**config.mk**
```make
export PLATFORM = sky130hd
export DESIGN_NAME = pll_lock_supervisor
export DESIGN_NICKNAME = d
export VERILOG_FILES = /design/src/rtl/pll_lock_supervisor.sv
export SDC_FILE = /design/constraint.sdc
export NUM_CORES = 1
export LEC_CHECK = 0
export BUFFER_PORTS_ARGS = -buffer_cell sky130_fd_sc_hd__buf_4
export CORE_UTILIZATION = 54
export DETAILED_ROUTE_END_ITERATION = 10
export GPL_ROUTABILITY_DRIVEN = 0
export PLACE_DENSITY = 0.83
export REMOVE_ABC_BUFFERS = 1
export SYNTH_ARGS = -nofsm -noshare
export SYNTH_HDL_FRONTEND = slang
export SYNTH_SLANG_ARGS = --single-unit
```
**constraint.sdc**
```tcl
create_clock -name clkin -period 2.35 [get_ports clkin]
set_clock_uncertainty 0.2 [all_clocks]
set_input_delay 0.1175 -clock clkin [delete_from_list [all_inputs] [get_ports clkin]]
set_output_delay 0.1175 -clock clkin [all_outputs]
set_load 0.01 [all_outputs]
```
**src/rtl/pll_lock_supervisor.sv**
```systemverilog
// PLL supervisor: pulses the PLL reset, qualifies lock with a filter and timeout,
// retries a bounded number of times, then releases downstream resets in sequence.
module pll_lock_supervisor #(
  parameter int NUM_RST        = 3,
  parameter int LOCK_FILTER    = 1024,
  parameter int LOCK_TIMEOUT   = 65536,
  parameter int PLL_RST_CYCLES = 16,
  parameter int STAGGER        = 8,
  parameter int MAX_RETRY      = 7,
  localparam int RW = (MAX_RETRY > 0) ? $clog2(MAX_RETRY + 1) : 1
) (
  input  logic               clkin,
  input  logic               reset,
  input  logic               lock_in,
  input  logic               force_relock,
  input  logic               clear_status,
  output logic               pll_reset,
  output logic [NUM_RST-1:0] rst_out,
  output logic               ready,
  output logic               fault,
  output logic               lock_lost,
  output logic [RW-1:0]      retry_cnt
);

  localparam int REL_LEN = NUM_RST * STAGGER;
  localparam int CMAX_A  = (LOCK_TIMEOUT > PLL_RST_CYCLES) ? LOCK_TIMEOUT : PLL_RST_CYCLES;
  localparam int CMAX    = (CMAX_A > REL_LEN) ? CMAX_A : REL_LEN;
  localparam int CW      = $clog2(CMAX + 1);
  localparam int FW      = $clog2(LOCK_FILTER + 1);

  typedef enum logic [2:0] {
    S_PLL_RST,
    S_WAIT_LOCK,
    S_RELEASE,
    S_RUN,
    S_FAULT
  } state_t;

  state_t             state_q, state_d;
  logic               sync1_q, lock_s_q;
  logic [CW-1:0]      cnt_q, cnt_d, cnt_inc;
  logic [FW-1:0]      filt_q, filt_d;
  logic [RW-1:0]      retry_q, retry_d;
  logic               lost_q, lost_d, lost_set;
  logic               pll_reset_q, pll_reset_d;
  logic [NUM_RST-1:0] rst_out_q, rst_out_d;
  logic               ready_q, ready_d;
  logic               fault_q, fault_d;
  logic [NUM_RST-1:0] rel_due;

  assign cnt_inc = cnt_q + CW'(1);

  // rel_due[k]: the current RELEASE cycle (1-based) has reached reset k's release point
  for (genvar gi = 0; gi < NUM_RST; gi++) begin : g_rel
    localparam logic [CW-1:0] THR = CW'((gi + 1) * STAGGER);
    assign rel_due[gi] = (cnt_inc >= THR);
  end

  always_comb begin
    state_d  = state_q;
    cnt_d    = cnt_inc;
    filt_d   = '0;
    retry_d  = retry_q;
    lost_set = 1'b0;
    case (state_q)
      S_PLL_RST: begin
        if (cnt_q == CW'(PLL_RST_CYCLES - 1)) begin
          state_d = S_WAIT_LOCK;
          cnt_d   = '0;
        end
      end
      S_WAIT_LOCK: begin
        filt_d = lock_s_q ? filt_q + FW'(1) : '0;
        if (lock_s_q && (filt_q == FW'(LOCK_FILTER - 1))) begin
          state_d = S_RELEASE;
          cnt_d   = '0;
        end else if (cnt_q == CW'(LOCK_TIMEOUT - 1)) begin
          cnt_d = '0;
          if (retry_q < RW'(MAX_RETRY)) begin
            retry_d = retry_q + RW'(1);
            state_d = S_PLL_RST;
          end else begin
            state_d = S_FAULT;
          end
        end
      end
      S_RELEASE: begin
        if (!lock_s_q) begin
          lost_set = 1'b1;
          state_d  = S_PLL_RST;
          cnt_d    = '0;
        end else if (cnt_q == CW'(REL_LEN - 1)) begin
          state_d = S_RUN;
          cnt_d   = '0;
          retry_d = '0;
        end
      end
      S_RUN: begin
        cnt_d = cnt_q;
        if (!lock_s_q) begin
          lost_set = 1'b1;
          state_d  = S_PLL_RST;
          cnt_d    = '0;
        end
      end
      S_FAULT: cnt_d = cnt_q;
      default: begin
        state_d = S_PLL_RST;
        cnt_d   = '0;
      end
    endcase

    if (force_relock) begin
      state_d = S_PLL_RST;
      cnt_d   = '0;
      filt_d  = '0;
      retry_d = '0;
    end

    lost_d      = lost_set | (lost_q & ~clear_status);
    pll_reset_d = (state_d == S_PLL_RST) || (state_d == S_FAULT);
    ready_d     = (state_d == S_RUN);
    fault_d     = (state_d == S_FAULT);
    // Outputs are registered from the next state so they line up with it
    if (state_d == S_RUN) begin
      rst_out_d = '0;
    end else if ((state_q == S_RELEASE) && (state_d == S_RELEASE)) begin
      rst_out_d = ~rel_due;
    end else begin
      rst_out_d = '1;
    end
  end

  always_ff @(posedge clkin) begin
    if (reset) begin
      sync1_q     <= 1'b0;
      lock_s_q    <= 1'b0;
      state_q     <= S_PLL_RST;
      cnt_q       <= '0;
      filt_q      <= '0;
      retry_q     <= '0;
      lost_q      <= 1'b0;
      pll_reset_q <= 1'b1;
      rst_out_q   <= '1;
      ready_q     <= 1'b0;
      fault_q     <= 1'b0;
    end else begin
      sync1_q     <= lock_in;
      lock_s_q    <= sync1_q;
      state_q     <= state_d;
      cnt_q       <= cnt_d;
      filt_q      <= filt_d;
      retry_q     <= retry_d;
      lost_q      <= lost_d;
      pll_reset_q <= pll_reset_d;
      rst_out_q   <= rst_out_d;
      ready_q     <= ready_d;
      fault_q     <= fault_d;
    end
  end

  assign pll_reset = pll_reset_q;
  assign rst_out   = rst_out_q;
  assign ready     = ready_q;
  assign fault     = fault_q;
  assign lock_lost = lost_q;
  assign retry_cnt = retry_q;

endmodule

```
==> results.sh <==
export IMPL_power_total_w=0.00147
export IMPL_period_share_pct=98.6
export IMPL_cp_max_fo=8
export IMPL_die_width_um=67.2
export IMPL_crit_required_ns=2.34
export IMPL_fmax_ghz=0.432
export IMPL_grt_pass1_vias=1880
export IMPL_period_needed_ns=2.32
export IMPL_drv_slew=0
export IMPL_antenna_found_initial=0
export IMPL_syn_instance_count=285
export IMPL_num_vias=2195
export IMPL_portBuffers=14
export IMPL_cts_clk_slew_worst_paths_ns=0.08
export IMPL_hold_viol_final=0
export IMPL_utilization_pct=73.1
export IMPL_groute_usage_overall_pct=25.8
export IMPL_hold_path_class="reg -> reg"
export IMPL_rsz0062_at_grt="yes"
export IMPL_cts_root_buf="clkbuf_8"
export IMPL_hpwlAfterDp_um=3880
export IMPL_synth_top_family_by_area="simple AND/OR/NAND/NOR gates"
export IMPL_fp_coreArea_um2=4030
export IMPL_nFillCells=267
export IMPL_final_layout_size_suffix_gt1_share_pct=25.4
export IMPL_hold_slack_ns=0.253
export IMPL_syn_area_um2=2300
export IMPL_numClockSinks=43
export IMPL_io_pin_count=15
export IMPL_synth_seq_area_share_pct=37.5
export IMPL_finalWirelength_um=5410
export IMPL_yosys_warnings=0
export IMPL_first_pass_iters=5
export IMPL_synthDistinctLibCells=50
export IMPL_muxShareOfSynthArea_pct=0.871
export IMPL_clock_latency_ns=0.30
export IMPL_synth_compound_area_share_pct=19.7
export IMPL_slew_headroom_pct=62.7
export IMPL_cts_buffers=5
export IMPL_routed_via_density=5.82
export IMPL_cts_buffer_depth=2
export IMPL_syn_avg_cell_area_um2=8.06
export IMPL_worstMarginPinSlew_ns=0.558
export IMPL_setup_violations=0
export IMPL_area_growth_pct=28.2
export IMPL_diodes=0
export IMPL_fin_nets=337
export IMPL_cts_tree="yes"
export IMPL_p_leak_nw=1.16
export IMPL_ys_seq_elements=43
export IMPL_grt_pass1_wl_um=8680
export IMPL_drt_iter0_markers=210
export IMPL_criticalPathCategory="reg -> reg"
export IMPL_synthXorXnorAreaFrac_pct=5.72
export IMPL_status="completed"
export IMPL_startpoint_type="flip-flop"
export IMPL_wire_per_inst_um=14.4
export IMPL_critPathArrivalTime_ns=2.31
export IMPL_end_kind="flip-flop"
export IMPL_maxCapViolations=0
export IMPL_drc=0
export IMPL_synthSimpleGateAreaFrac_pct=28.0
export IMPL_antenna_left=0
export IMPL_cellPowerDensity_nw_per_um2=497
export IMPL_die_y_um=67.2
export IMPL_overflow=0
export IMPL_dieArea_um2=4520
export IMPL_ir_worst_vdd_mv=0.428
export IMPL_htreeDepth=2
export IMPL_synthAdderAreaFrac_pct=3.27
export IMPL_start_util_pct=57.0
export IMPL_async_reset_ff_share_pct=0
export IMPL_synth_edff_count=0
export IMPL_rows=23
export IMPL_grt_start_max_net_pins=15
export IMPL_ys_flop_type="dfxtp_1"
## stage by stage
stage	setup TNS, ns	worst slack (ns)	instances	cell area, um2
finish	0	0.0331	377	2950
global route	-0.180	-0.0452	377	2950
CTS	-0.000500	-0.000500	376	2840
detailed placement	-0.779	-0.0900	364	2630
global placement	0	0.0258	364	2630
floorplan	-2.39	-0.296	270	2230
## cell families (layout without fill, tap and decap cells)
| group | Yosys count | after routing |
|---|---|---|
| AO/OA/AOI/OAI | 62 | 62 |
| XOR/XNOR | 15 | 15 |
| adder cells (fa/ha/maj) | 6 | 6 |
| buffers and inverters | 29 | 71 |
| flip-flops | 43 | 43 |
| multiplexers | 2 | 2 |
| AND/OR/NAND/NOR | 128 | 128 |
## cell type report
type	instances	area, um2	share of cell area (%)
clock buffers	5	68.8	2.34
repair buffers	49	382	13.0
inverters	14	55.1	1.87
well taps	50	62.6	2.12
flip-flops and latches	43	866	29.4
multi-input cells	213	1440	49.0
clock inverters	3	67.6	2.29
## registers in the layout, summed over array words and instances (netlist names)
register,flops
retry_cnt,3
sync1_q,1
fault,1
lock_s_q,1
ready,1
state_q,3
cnt_q,17
rst_out,3
pll_reset,1
lock_lost,1
filt_q,11
## report_power, final
group	switching [W]	internal (W)	leakage, nW
registers	0.00000318	0.000731	0.349
logic	0.0000223	0.0000216	0.747
clock network	0.000263	0.000424	0.0644
## metal layers
metal	GRT usage [%]	routed length [um]	vias up
met1	33.5	2380	1027
met3	4.56	245	10
li1	-	-	1099
met5	0	0	-
met2	41.6	2670	59
met4	11.2	120	0
## layout by cell type (no fill, tap or decap), types with 3 or more instances in the layout
master	instances
a211oi_1	4
a21oi_1	14
a22o_1	3
a22oi_1	6
and2_1	3
and3_1	6
buf_4	44
clkbuf_8	5
dfxtp_1	39
dfxtp_2	4
dlygate4sd3_1	4
ha_1	3
ha_4	3
inv_1	12
nand2_1	20
nand2b_1	3
nand3_1	25
nand4_1	8
nor2_1	37
nor3_1	4
o21ai_0	9
o21ai_1	3
o311ai_0	3
xnor2_1	9
xor2_1	6
## cells in the mapped netlist (2+ instances only)
cell,n,area [um2]
a211oi_1,4,30.0
a21o_1,2,15.0
a21oi_1,16,80.1
a221oi_1,2,17.5
a22o_1,3,26.3
a22oi_1,6,45.0
and2_1,3,18.8
and3_1,7,43.8
buf_2,5,25.0
clkbuf_1,10,37.5
dfxtp_1,43,861
ha_1,6,75.1
inv_1,14,52.6
mux2i_1,2,20.0
nand2_1,20,75.1
nand2b_1,3,18.8
nand3_1,26,130
nand3_2,2,20.0
nand4_1,8,50.1
nor2_1,39,146
nor2b_1,2,12.5
nor3_1,7,35.0
nor4_1,2,12.5
o21ai_0,12,60.1
o311ai_0,3,26.3
xnor2_1,9,78.8
xor2_1,6,52.6
## worst max-delay path: stages (launching register included)
cell and delay, ns:
dfxtp_2 0.36, ha_4 0.15, nand3_4 0.09, nor3_4 0.19, and3_4 0.22, nand3_4 0.08, inv_2 0.08, ha_4 0.15
inv_4 0.04, o211ai_4 0.08, a21oi_4 0.13, and3_1 0.18, a221o_1 0.25
## final timing paths
kind             from  slack [ns]  cells past startpoint        end
max          cnt_q[1]        0.03                     12  cnt_q[13]
min           sync1_q        0.25                      1   lock_s_q
max reg2reg  cnt_q[1]        0.03                     12  cnt_q[13]
min reg2reg   sync1_q        0.25                      1   lock_s_q
## repair_timing
| item | 4_1_cts | 5_1_grt |
|---|---|---|
| hold endpoints to repair | 5 | 0 |
| gates resized for setup | 6 | 27 |
| pin swaps | 2 | 9 |
| setup buffers | 0 | 1 |
| hold buffers | 4 | 0 |
| setup endpoints to repair | 19 | 22 |
(Power assumes the default switching activity.)
